--- src/rtl/isa_pkg.sv ---
// rtl/isa_pkg.sv - shared ISA constants and fetch state encoding
//
// Holds the instruction width, the NOP and HALT words, the jump-select
// encodings used by the decoder and fetch unit, and the fetch FSM states.
package isa_pkg;

  localparam int INSTR_W = 18;

  // Instructions are numbered [0:INSTR_W-1], so bit 0 is the MSB.
  // NOP has bits [0:1] = 11 and decodes to all-zero controls.
  localparam logic [0:INSTR_W-1] NOP  = 18'h30000;
  localparam logic [0:INSTR_W-1] HALT = 18'h3FFFF;

  // Jump-select field; flags are ordered {carry, zero, neg}.
  localparam logic [2:0] JSEL_NEVER  = 3'b000;
  localparam logic [2:0] JSEL_ALWAYS = 3'b001;
  localparam logic [2:0] JSEL_C      = 3'b010;
  localparam logic [2:0] JSEL_NC     = 3'b011;
  localparam logic [2:0] JSEL_Z      = 3'b100;
  localparam logic [2:0] JSEL_NZ     = 3'b101;
  localparam logic [2:0] JSEL_N      = 3'b110;
  localparam logic [2:0] JSEL_NN     = 3'b111;

  typedef enum logic [1:0] {
    FILL   = 2'd0,
    RUN    = 2'd1,
    HALTED = 2'd2
  } fetch_state_t;

endpackage

--- src/rtl/jump_cond.sv ---
// rtl/jump_cond.sv - jump condition evaluator
//
// Ports:
//   i_jSel   in  3  jump-select field
//   i_flags  in  3  {carry, zero, neg}
//   o_taken  out 1  condition selected by i_jSel is true
module jump_cond
  import isa_pkg::*;
(
  input  logic [2:0] i_jSel,
  input  logic [2:0] i_flags,
  output logic       o_taken
);

  logic carry, zero, neg;

  assign carry = i_flags[2];
  assign zero  = i_flags[1];
  assign neg   = i_flags[0];

  always_comb begin
    o_taken = 1'b0;
    case (i_jSel)
      JSEL_NEVER:  o_taken = 1'b0;
      JSEL_ALWAYS: o_taken = 1'b1;
      JSEL_C:      o_taken = carry;
      JSEL_NC:     o_taken = !carry;
      JSEL_Z:      o_taken = zero;
      JSEL_NZ:     o_taken = !zero;
      JSEL_N:      o_taken = neg;
      JSEL_NN:     o_taken = !neg;
      default:     o_taken = 1'b0;
    endcase
  end

endmodule

--- src/rtl/instr_fetch.sv ---
// rtl/instr_fetch.sv - instruction fetch sequencer feeding the control unit
//
// Ports:
//   i_clk          in  1        clock, rising edge
//   i_rst          in  1        asynchronous active-high reset
//   o_imemAddr     out ADDR_W   program-memory read address (current PC)
//   i_imemData     in  [0:17]   read data for the previous cycle's address
//   i_stall        in  1        freeze all fetch state this cycle
//   i_jSel         in  3        jump condition of o_instruction (from decoder)
//   i_jOff         in  6        signed PC-relative offset (from decoder)
//   i_flags        in  3        {carry, zero, neg} from the datapath
//   o_instruction  out [0:17]   instruction presented to the decoder
//   o_instrValid   out 1        o_instruction is a real fetched word
//   o_instrPc      out ADDR_W   address of o_instruction
//   o_halted       out 1        fetch stopped on HALT
module instr_fetch
  import isa_pkg::*;
#(
  parameter int ADDR_W = 10
) (
  input  logic               i_clk,
  input  logic               i_rst,
  output logic [ADDR_W-1:0]  o_imemAddr,
  input  logic [0:INSTR_W-1] i_imemData,
  input  logic               i_stall,
  input  logic [2:0]         i_jSel,
  input  logic [5:0]         i_jOff,
  input  logic [2:0]         i_flags,
  output logic [0:INSTR_W-1] o_instruction,
  output logic               o_instrValid,
  output logic [ADDR_W-1:0]  o_instrPc,
  output logic               o_halted
);

  fetch_state_t       state, state_n;
  logic [ADDR_W-1:0]  pc, pc_n;
  logic [0:INSTR_W-1] instr, instr_n;
  logic               valid, valid_n;
  logic [ADDR_W-1:0]  ipc, ipc_n;
  logic               halted, halted_n;

  logic               cond_true;
  logic [ADDR_W-1:0]  target;

  jump_cond u_jump_cond (
    .i_jSel  (i_jSel),
    .i_flags (i_flags),
    .o_taken (cond_true)
  );

  // Sign-extend the 6-bit offset wide, add, then wrap to the PC width.
  // This also covers address widths narrower than the offset field.
  assign target = ADDR_W'(32'(ipc) + {{26{i_jOff[5]}}, i_jOff});

  always_comb begin
    state_n  = state;
    pc_n     = pc;
    instr_n  = instr;
    valid_n  = valid;
    ipc_n    = ipc;
    halted_n = halted;
    if (!i_stall) begin
      case (state)
        FILL: begin
          // Memory output is stale or wrong-path here; start the new stream.
          pc_n    = pc + ADDR_W'(1);
          instr_n = NOP;
          valid_n = 1'b0;
          state_n = RUN;
        end
        RUN: begin
          // Only a real instruction may redirect; a bubble's decode is ignored.
          if (valid && cond_true) begin
            pc_n    = target;
            instr_n = NOP;
            valid_n = 1'b0;
            state_n = FILL;
          end else if (i_imemData == HALT) begin
            instr_n  = NOP;
            valid_n  = 1'b0;
            halted_n = 1'b1;
            state_n  = HALTED;
          end else begin
            instr_n = i_imemData;
            ipc_n   = pc - ADDR_W'(1);
            valid_n = 1'b1;
            pc_n    = pc + ADDR_W'(1);
          end
        end
        HALTED: begin
          // Sticky until reset.
        end
        default: begin
          state_n = FILL;
        end
      endcase
    end
  end

  always_ff @(posedge i_clk or posedge i_rst) begin
    if (i_rst) begin
      state  <= FILL;
      pc     <= '0;
      instr  <= NOP;
      valid  <= 1'b0;
      ipc    <= '0;
      halted <= 1'b0;
    end else begin
      state  <= state_n;
      pc     <= pc_n;
      instr  <= instr_n;
      valid  <= valid_n;
      ipc    <= ipc_n;
      halted <= halted_n;
    end
  end

  assign o_imemAddr    = pc;
  assign o_instruction = instr;
  assign o_instrValid  = valid;
  assign o_instrPc     = ipc;
  assign o_halted      = halted;

endmodule
--- config.mk ---
export PLATFORM = sky130hd
export DESIGN_NAME = instr_fetch
export DESIGN_NICKNAME = d
export VERILOG_FILES = /design/src/rtl/isa_pkg.sv /design/src/rtl/jump_cond.sv /design/src/rtl/instr_fetch.sv
export SDC_FILE = /design/constraint.sdc
export NUM_CORES = 1
export LEC_CHECK = 0
export CORE_UTILIZATION = 55
export CTS_BUF_LIST = sky130_fd_sc_hd__clkbuf_8 sky130_fd_sc_hd__clkbuf_16
export CTS_CLUSTER_SIZE = 24
export DETAILED_ROUTE_END_ITERATION = 6
export DONT_BUFFER_PORTS = 1
export GPL_TIMING_DRIVEN = 0
export PLACE_DENSITY = 0.73
export REMOVE_ABC_BUFFERS = 1
export SLEW_MARGIN = 30
export SYNTH_ARGS = -nofsm -noshare
export SYNTH_HDL_FRONTEND = slang
export SYNTH_SLANG_ARGS = --single-unit
--- constraint.sdc ---
create_clock -name i_clk -period 2 [get_ports i_clk]
set_input_delay 0.4 -clock i_clk [delete_from_list [all_inputs] [get_ports i_clk]]
set_output_delay 0.4 -clock i_clk [all_outputs]
set_load 0.02 [all_outputs]
## Yosys cells after proc, flatten, opt, wreduce, memory -nomap -nowiden

Index checks and enable logic that the tools add are counted.

- RAM bits: 0
- Input port bits: 33
- Logic and storage cells: 50
- ROM bits: 0
- Output and inout bits: 40
- Memories: 0
- Latch bits: 0
- Register bits: 42

- $lt $le $gt $ge: 0
- Shift-type cells: 0
- Bitwise gates (word level): 4
- Add/sub/neg operators: 3
- Multiply operators: 0
- Muxes and demuxes: 13
- Reductions and logical operators: 12
- Divide/modulo/power cells: 0
- Equal/unequal tests: 12

Operator list:

| kind | number |
|---|---|
| $mux W18 | 2 |
| $pmux W18 S2 | 1 |
| $mux W10 | 2 |
| $pmux W10 S2 | 1 |
| $eq A18 B18 Y1 const B | 1 |
| $eq A3 B3 Y1 const B | 4 |
| $add A10 B1 Y10 const B | 1 |
| $add A10 B6 Y10 | 1 |
| $sub A10 B1 Y10 const B | 1 |
| $pmux W1 S8 | 1 |
| $reduce_and A4 Y1 | 2 |
| $eq A3 B2 Y1 const B | 2 |
| $ne A3 B3 Y1 const B | 2 |
| $pmux W2 S3 | 1 |
| $reduce_and A3 Y1 | 2 |
| $mux W2 | 2 |
| $not A1 Y1 | 4 |
| $eq A3 B1 Y1 const B | 1 |
| $logic_not A1 Y1 | 3 |
| $logic_not A3 Y1 | 1 |
| $eq A2 B1 Y1 const B | 1 |
| $eq A2 B2 Y1 const B | 1 |
| $logic_not A2 Y1 | 1 |
| $mux W1 | 2 |
| 4 further kinds | 4 |

## Longest topological paths before layout

Gate-level depths: netlist (run 1).

- Depth in word-level cells: 5
- Mapped depth: 8
- Gate-level depth less buffers: 8

## Cells and area by module

Synthesis (run 1) repeated with hierarchy kept, for this count alone.

- Cell total of the unflattened synthesis: 254
- Area total of the unflattened synthesis: 2382.3 µm²

Modules (own cells, without submodules):

| module | instances | cells each | area an instance (µm²) | sequential area each (µm²) |
|---|---|---|---|---|
| instr_fetch | 1 | 250 | 2349.8 | 1053.5 |
| jump_cond | 1 | 4 | 32.5 | 0.0 |

## Least setup slack after synthesis (run 1)

OpenSTA, ideal clock, no wires.

- Kind: register to register
- From: register ipc[0] (netlist: o_instrPc[0])
- To: register pc[8] (netlist: o_imemAddr[8])
- Library setup time: 80 ps
- Data arrival time: 2240 ps
- Stages on the path, launching flop included: 9
- Data required time: 1920 ps
- Clock period less this slack: 2319 ps
- Buffers on the path: 0
- Path slack: -319 ps
- Path through: dfrtp_1 ha_1 fa_1 a21o_1 a221o_1 o41ai_1 xnor2_1 o22ai_1 a2bb2oi_1

- Word-level cells in the longest chain between the ends: 3

Ends and longest elaborated chain:

| item | RTL line | text |
|---|---|---|
| start, declared | instr_fetch.sv:39 | `logic [ADDR_W-1:0] ipc, ipc_n;` |
| start signal, assigned | instr_fetch.sv:113 | `ipc <= ipc_n;` |
| $add A10 B6 Y10 | instr_fetch.sv:53 | `assign target = ADDR_W'(32'(ipc) + {{26{i_jOff[5]}}, i_jOff});` |
| $mux W10 | instr_fetch.sv:73 | `if (valid && cond_true) begin` |
| $pmux W10 S2 | instr_fetch.sv:63 | `case (state)` |
| end signal, assigned | instr_fetch.sv:110 | `pc <= pc_n;` |
| end, declared | instr_fetch.sv:36 | `logic [ADDR_W-1:0] pc, pc_n;` |

No other way between the ends.
A chain may end at the register's enable or synchronous reset.

## Worst setup path in the final report (run 1)

Ends and elaborated chain as after synthesis.

==> impl_metrics.sql, run 1 <==
INSERT INTO impl_metrics (metric_group, metric, value, unit) VALUES
('run', 'drv.max_cap_violation_count', '0', ''),
('synthesis', 'postSynthAreaPerCell', '9.53', 'sq um'),
('worst_setup_path', 'critPathCaptureType', 'flop', ''),
('timing', 'finalClockSkew', '0.00454', 'ns'),
('clock_network', 'path_clk_slew', '0.08', 'ns'),
('global_routing', 'first_global_vias', '1806', ''),
('cells_and_area', 'flow.area_growth_from_synthesis', '20.3', '%'),
('detailed_routing', 'wl_per_cell', '18.8', 'um'),
('cells_and_area', 'share_of_final_layout_standard_cells_stronger_than_drive_strength_1', '0.234', ''),
('synthesis', 'synth_largest_area_cell', 'sky130_fd_sc_hd__dfrtp_1', ''),
('synthesis', 'yosysMostFrequentCell', 'sky130_fd_sc_hd__dfrtp_1', ''),
('worst_setup_path', 'cp.required', '2.22', 'ns'),
('power', 'p_leak', '0.00122', 'uW'),
('clock_network', 'cts_buffers', '5', ''),
('worst_hold_path', 'hp-class', 'input pin to flop', ''),
('cells_and_area', 'nets', '313', ''),
('outcome', 'outcome', 'finished, violations left', ''),
('clock_network', 'htree_num_levels', '2', ''),
('die', 'rows', '23', ''),
('timing', 'timing.final.hold_violations', '0', ''),
('outcome', 'failing_checks', 'setup timing', ''),
('timing', 'slew_headroom', '0.654', ''),
('placed_design', 'placed_area', '2430', 'sq um'),
('worst_setup_path', 'critPathLaunchType', 'flop', ''),
('detailed_routing', 'first_iter_violations', '133', ''),
('clock_network', 'worst_skew_pair.late_latency', '0.29', 'ns'),
('timing', 'max_slew.worst_pin.slew', '0.518', 'ns'),
('worst_setup_path', 'critPathBufInv', '0', ''),
('worst_setup_path', 'slowest_stage', 'sky130_fd_sc_hd__dfrtp_2', ''),
('placed_design', 'hpwl', '3640', 'um'),
('die', 'design.portCount', '73', ''),
('timing', 'final-setup-viol-count', '7', ''),
('detailed_routing', 'route.detailed.drc', '0', ''),
('die', 'fp.dieW', '68.3', 'um'),
('synthesis', 'yosysUniqueCellTypes', '48', ''),
('die', 'chipHeight', '68.3', 'um'),
('synthesis', 'synth_sequential_area_ratio', '0.435', ''),
('global_routing', 'overall_overflow_remaining_after_global_route', '0', ''),
('detailed_routing', 'routed_wire_length', '5980', 'um'),
('worst_setup_path', 'critical_path.max_stage_delay', '0.48', 'ns'),
('worst_setup_path', 'cp_delay_by_family_top', 'compound AO/OA/AOI/OAI gates', ''),
('synthesis', 'synthDominantCellAreaShare', '0.413', ''),
('synthesis', 'synth.area.top_cells', 'sky130_fd_sc_hd__dfrtp_1 41%, sky130_fd_sc_hd__a21oi_1 5.8%, sky130_fd_sc_hd__a22o_1 5.8%', ''),
('timing', 'timing.final.crit_share', '1.18', ''),
('cells_and_area', 'number_of_antenna_repair_diodes', '0', ''),
('timing', 'timing.fmax', '0.422', 'GHz'),
('worst_setup_path', 'crit_path_max_fanout', '3', ''),
('synthesis', 'cells_after_synthesis', '254', ''),
('synthesis', 'ys.warnings.count', '0', ''),
('detailed_routing', 'drtAntennaViolNets', '0', ''),
('clock_network', 'cts.path.max_buffers', '2', ''),
('synthesis', 'synth_area', '2420', 'sq um'),
('global_routing', 'first_pass_grt_wire_length', '8580', 'um'),
('worst_setup_path', 'series_of_cell_instances_along_the_critical_path', 'ha_4, fa_2, a21o_1, a221o_1, o41ai_2, xnor2_1, o22ai_1, a2bb2oi_1', ''),
('clock_network', 'cts.sink_count', '42', ''),
('global_routing', 'grt_max_degree', '31', ''),
('die', 'initial_core_util', '0.588', ''),
('synthesis', 'post_synth_most_frequent_cells', '40 x sky130_fd_sc_hd__dfrtp_1, 29 x sky130_fd_sc_hd__nor2_1, 28 x sky130_fd_sc_hd__a21oi_1', ''),
('worst_setup_path', 'cp.arrival', '2.59', 'ns'),
('detailed_routing', 'routed_via_density', '6.34', ''),
('cells_and_area', 'final_cell_area', '2910', 'sq um'),
('worst_setup_path', 'worst_setup_path_class', 'flop to flop', ''),
('clock_network', 'tritoncts', 'yes', ''),
('die', 'die-area', '4670', 'sq um'),
('global_routing', 'globalRouteTotalUtil', '0.253', ''),
('placed_design', 'portBuffers', '0', ''),
('global_routing', 'grt_antenna_before_repair', '0', ''),
('timing', 'layout_setup_ws', '-0.368', 'ns'),
('timing', 'rsz0062_at_grt', 'yes', ''),
('die', 'floorplan.core_area', '4120', 'sq um'),
('synthesis', 'synthArstFlopShare', '1.00', '');
[placed cells by master (no fill, tap or decap), types with 2 or more instances in the layout]
master	n
sky130_fd_sc_hd__dfrtp_2	5
sky130_fd_sc_hd__a21oi_1	22
sky130_fd_sc_hd__buf_12	3
sky130_fd_sc_hd__a311o_2	3
sky130_fd_sc_hd__a2bb2oi_1	4
sky130_fd_sc_hd__xnor2_1	12
sky130_fd_sc_hd__o21ai_0	7
sky130_fd_sc_hd__dfrtp_1	35
sky130_fd_sc_hd__nand3_1	9
sky130_fd_sc_hd__a21o_1	4
sky130_fd_sc_hd__clkbuf_16	3
sky130_fd_sc_hd__mux2_2	2
sky130_fd_sc_hd__o21ai_1	6
sky130_fd_sc_hd__or3_1	2
sky130_fd_sc_hd__dfstp_2	2
sky130_fd_sc_hd__nand2_1	15
sky130_fd_sc_hd__ha_1	10
sky130_fd_sc_hd__buf_4	5
sky130_fd_sc_hd__clkbuf_8	5
sky130_fd_sc_hd__nor3_1	3
sky130_fd_sc_hd__a22o_1	16
sky130_fd_sc_hd__and3_1	3
sky130_fd_sc_hd__buf_6	3
sky130_fd_sc_hd__xor2_1	4
sky130_fd_sc_hd__nor2_1	22
sky130_fd_sc_hd__mux2i_1	3
sky130_fd_sc_hd__buf_8	2
sky130_fd_sc_hd__nand4_1	7
sky130_fd_sc_hd__nor2_4	5
sky130_fd_sc_hd__o21ai_2	2
sky130_fd_sc_hd__inv_1	6
sky130_fd_sc_hd__a21oi_2	5
sky130_fd_sc_hd__nor2_2	2
[where the power goes]
part	switching [uW]	internal, uW
clock network	307	245
registers	910	1220
logic	1090	1130
[path summary, 6_finish.rpt]
path / start / endpoint / slack (ns) / cells past startpoint
min in group asynchronous: i_rst / o_instruction[12] / 0.51 / 2
hold / removal: i_imemData[15] / o_instruction[15] / 0.23 / 1
setup / recovery: o_instrPc[0] / o_imemAddr[8] / -0.37 / 8
setup reg to reg: o_instrPc[0] / o_imemAddr[8] / -0.37 / 8
max in group asynchronous: i_rst / o_instrPc[2] / 1.03 / 3
hold reg to reg: state[0] / state[0] / 0.48 / 1
[timing repair]
action / in CTS / in global routing
resized for setup: 14 / 44
hold buffers: 1 / 0
pin swaps: 4 / 14
hold endpoints to repair: 10 / 0
gates cloned: 3 / 4
buffers inserted: 7 / 3
endpoints found under the setup margin: 32 / 32
[cells by family (layout without fill, tap and decap cells)]
group / Yosys count / in the layout / synth area share
flip-flops: 42 / 42 / 0.435
adder cells (fa/ha/maj): 12 / 12 / 0.0651
XOR/XNOR: 16 / 16 / 0.0579
AND/OR/NAND/NOR: 81 / 81 / 0.166
buffers and inverters: 20 / 32 / 0.0450
multiplexers: 5 / 5 / 0.0217
AO/OA/AOI/OAI: 78 / 81 / 0.209
[cell type report]
type | count | area, sq um | area share
clock buffers | 5 | 68.8 | 0.0236
clock inverters | 3 | 21.3 | 0.00730
repair buffers | 17 | 246 | 0.0846
well taps | 50 | 62.6 | 0.0215
multi-input cells | 195 | 1430 | 0.490
flip-flops and latches | 42 | 1060 | 0.364
inverters | 7 | 26.3 | 0.00902
[sequential cells by signal (all words and copies together) (netlist names)]
signal and flops:
o_instrPc 10, o_halted 1, o_imemAddr 10, o_instrValid 1, state 2, o_instruction 18
[stage by stage]
stage / total power (uW) / utilization / setup slack [ns] / cells / hold WS (ns)
after global placement: 3630 / 0.583 / -0.667 / 291 / 0.453
final: 4900 / 0.708 / -0.368 / 319 / 0.230
after floorplan: 3290 / - / -0.348 / 241 / 0.440
after detailed placement: 3700 / 0.591 / -0.579 / 293 / 0.259
after CTS: 4440 / 0.650 / -0.299 / 312 / 0.224
after global routing: 5210 / 0.708 / -0.464 / 319 / 0.220
[metal layers]
metal  GRT usage  share of wire  up-vias
met4      0.0781         0.0070        0
met1       0.339           0.44      993
li1            -              -      960
met3      0.0583          0.052        5
met2       0.401           0.50       63
met5           0              0        -
[worst reg2reg max path, delay by kind of cell, from the launching register on]
kind	cells	cell delay, ns
XOR/XNOR	1	0.18
adder cells (fa/ha/maj)	2	0.54
flip-flops	1	0.48
AO/OA/AOI/OAI	5	1.09
Note: power is estimated with default switching activity, not from simulation.
==> run 2, diff against run 1 <==
- CELL_PAD_IN_SITES_DETAIL_PLACEMENT: unset -> 0
- CELL_PAD_IN_SITES_GLOBAL_PLACEMENT: unset -> 2
- CORE_ASPECT_RATIO: unset -> 0.8
- CORE_UTILIZATION: 55 -> 34
- PLACE_DENSITY: 0.73 -> unset
- PLACE_DENSITY_LB_ADDON: unset -> 0.1
==> run 2 against run 1 <==
Net effect:
- core utilization down 26 points
- critical path depth unchanged
- via count decreased by 1.2%
- power is 8.8% higher
- cell area up 5.8%
- the run still ends with setup timing left
- sequential power barely moved
- first-iteration DRC count down 35%
- sequential share of layout area down 2.0 points
- combinational power increased by 5%
- fmax up 2.9%
- critical path type unchanged
- hold slack got worse by 0.0011 ns
==> impl_metrics.sql, run 2 (synthesized netlist as in run 1, its figures left out) <==
INSERT INTO impl_metrics (metric_group, metric, value, unit) VALUES
('timing', 'rsz0062_at_grt', 'yes', ''),
('clock_network', 'cts.sink_count', '42', ''),
('die', 'floorplan.core_area', '6890', 'sq um'),
('cells_and_area', 'layout_commonest_cell', 'sky130_fd_sc_hd__dfrtp_1', ''),
('timing', 'layout_setup_ws', '-0.302', 'ns'),
('clock_network', 'cts.path.max_buffers', '2', ''),
('die', 'initial_core_util', '0.351', ''),
('global_routing', 'grt_max_degree', '24', ''),
('worst_setup_path', 'worst_setup_path_class', 'flop to flop', ''),
('die', 'fp.dieW', '96.3', 'um'),
('cells_and_area', 'most-common-layout-cells', '34 x sky130_fd_sc_hd__dfrtp_1, 21 x sky130_fd_sc_hd__nor2_1, 21 x sky130_fd_sc_hd__a21oi_1', ''),
('power', 'power_frac_comb', '0.439', ''),
('cells_and_area', 'fillCellCount', '689', ''),
('cells_and_area', 'number_of_antenna_repair_diodes', '0', ''),
('cells_and_area', 'finish.utilization', '0.447', ''),
('global_routing', 'first_pass_grt_wire_length', '9920', 'um'),
('die', 'rows', '27', ''),
('timing', 'timing.final.hold_violations', '0', ''),
('detailed_routing', 'route.detailed.drc', '0', ''),
('clock_network', 'cts_buffers', '5', ''),
('cells_and_area', 'multi_input_gate_area', '1430', 'sq um'),
('die', 'die-area', '7460', 'sq um'),
('power', 'power-per-cell-area', '1730', 'nW/um^2'),
('cells_and_area', 'seq_area', '1060', 'sq um'),
('clock_network', 'tritoncts', 'yes', ''),
('global_routing', 'overall_overflow_remaining_after_global_route', '0', ''),
('die', 'design.portCount', '73', ''),
('die', 'chipHeight', '77.5', 'um'),
('timing', 'setup_tns', '-1.64', 'ns'),
('power', 'p_leak', '0.00128', 'uW'),
('global_routing', 'first_global_vias', '1874', ''),
('placed_design', 'portBuffers', '0', ''),
('placed_design', 'dpl.cell_count', '331', ''),
('detailed_routing', 'first_iter_violations', '86', ''),
('detailed_routing', 'routed_via_density', '5.53', ''),
('worst_setup_path', 'critPathCaptureType', 'flop', ''),
('timing', 'timing.final.crit_share', '1.15', ''),
('detailed_routing', 'drtAntennaViolNets', '0', ''),
('worst_hold_path', 'hp-class', 'input pin to flop', ''),
('global_routing', 'globalRouteTotalUtil', '0.178', ''),
('worst_setup_path', 'cp.required', '2.23', 'ns'),
('cells_and_area', 'largest_register_ffs', '18', ''),
('cells_and_area', 'nets', '318', ''),
('timing', 'finalWorstPathRequiredPeriod', '2.30', 'ns'),
('detailed_routing', 'vias', '1996', ''),
('timing', 'finalClockSkew', '0.0129', 'ns'),
('timing', 'timing.fmax', '0.434', 'GHz'),
('power', 'power.switching', '2380', 'uW'),
('clock_network', 'worst_skew_pair.late_latency', '0.30', 'ns'),
('outcome', 'failing_checks', 'setup timing', ''),
('placed_design', 'gp_congestion', '0.739', ''),
('timing', 'max_slew.worst_pin.slew', '0.569', 'ns'),
('timing', 'slew_headroom', '0.620', ''),
('placed_design', 'placed_area', '2500', 'sq um'),
('timing', 'finalMaxSlewViolations', '0', ''),
('cells_and_area', 'final_cell_area', '3080', 'sq um'),
('run', 'drv.max_cap_violation_count', '0', ''),
('clock_network', 'cts_root_buf', 'sky130_fd_sc_hd__clkbuf_8', ''),
('cells_and_area', 'flow.area_growth_from_synthesis', '27.3', '%'),
('placed_design', 'hpwl', '4290', 'um'),
('worst_setup_path', 'critPathLaunchType', 'flop', ''),
('worst_setup_path', 'crit_path_max_fanout', '3', ''),
('clock_network', 'htree_num_levels', '2', ''),
('power', 'vdd.ir_drop.worst', '638', 'uV'),
('detailed_routing', 'drt_pass1_iterations', '4', ''),
('global_routing', 'grt_antenna_before_repair', '0', ''),
('power', 'share_clk_of_total_power', '0.159', ''),
('worst_setup_path', 'cp.arrival', '2.53', 'ns'),
('cells_and_area', 'share_of_final_layout_standard_cells_stronger_than_drive_strength_1', '0.255', ''),
('cells_and_area', 'finish.cell_count_without_fillers', '361', ''),
('power', 'power_frac_seq', '0.403', ''),
('detailed_routing', 'routed_wire_length', '6840', 'um'),
('timing', 'final-setup-viol-count', '29', ''),
('detailed_routing', 'wl_per_cell', '19.0', 'um'),
('clock_network', 'path_clk_slew', '0.09', 'ns'),
('power', 'power.switching_fraction', '0.446', ''),
('power', 'p_int', '2950', 'uW'),
('outcome', 'outcome', 'finished, violations left', '');
-- run 2: cell count changes in the layout (fill, tap and decap cells not counted), moves of 2 or more --
cell                        previous run  this run
sky130_fd_sc_hd__buf_6                 3         7
sky130_fd_sc_hd__o21ai_0               7         5
sky130_fd_sc_hd__bufinv_16             0         2
sky130_fd_sc_hd__buf_4                 5         7
sky130_fd_sc_hd__o21ai_1               6         9
-- run 2: per-stage QoR --
| stage | total power (uW) | hold WS (ns) | worst slack [ns] |
|---|---|---|---|
| finish | 5330 | 0.229 | -0.302 |
| global route | 5700 | 0.216 | -0.392 |
| CTS | 4870 | 0.223 | -0.296 |
| detailed placement | 3800 | 0.325 | -0.612 |
| global placement | 3750 | 0.459 | -0.809 |
| floorplan | 3290 | 0.440 | -0.348 |
-- run 2: cell type report --
cell class,count,share of cell area
Inverter,7,0.00852
Clock buffer,6,0.0268
Tap cell,87,0.0353
Timing Repair Buffer,23,0.101
Multi-Input combinational cell,194,0.465
Clock inverter,2,0.0195
Sequential cell,42,0.344
-- run 2: worst max-delay path, cell delays in order (launching register included) --
cell and delay (ns):
sky130_fd_sc_hd__dfrtp_2 0.48, sky130_fd_sc_hd__ha_4 0.18, sky130_fd_sc_hd__fa_2 0.35, sky130_fd_sc_hd__a21o_1 0.21, sky130_fd_sc_hd__a221o_1 0.35, sky130_fd_sc_hd__o41ai_2 0.25
sky130_fd_sc_hd__xnor2_1 0.17, sky130_fd_sc_hd__o22ai_1 0.09, sky130_fd_sc_hd__a2bb2oi_1 0.16
-- run 2: per-layer routing --
layer  GRT usage  wire length (um)
met1       0.262              3490
met2       0.259              3010
met3      0.0451               316
met4      0.0397                24
met5           0                 0
-- run 2: worst paths after layout --
kind	start	endpoint	slack (ns)	cells past startpoint
setup / recovery	o_instrPc[0]	o_imemAddr[8]	-0.30	8
hold / removal	i_imemData[16]	o_instruction[16]	0.23	1
setup reg to reg	o_instrPc[0]	o_imemAddr[8]	-0.30	8
hold reg to reg	state[0]	state[0]	0.48	1
max in group asynchronous	i_rst	o_instrPc[1]	0.93	3
min in group asynchronous	i_rst	o_instruction[14]	0.56	2
-- run 2: power groups by stage --
stage / Combinational, uW / Clock (uW) / Sequential, uW
global placement: 1650 / 0 / 2100
floorplan: 1330 / 0 / 1960
finish: 2340 / 846 / 2150
CTS: 1900 / 871 / 2100
detailed placement: 1700 / 0 / 2100
global route: 2580 / 902 / 2230
-- run 2: repair_timing --
| item | CTS | global route |
|---|---|---|
| resized for setup | 15 | 44 |
| buffers inserted | 7 | 8 |
| gates cloned | 2 | 4 |
| hold endpoints to repair | 9 | 0 |
| pin swaps | 4 | 14 |
| endpoints found under the setup margin | 16 | 31 |
| hold buffers | 1 | 0 |
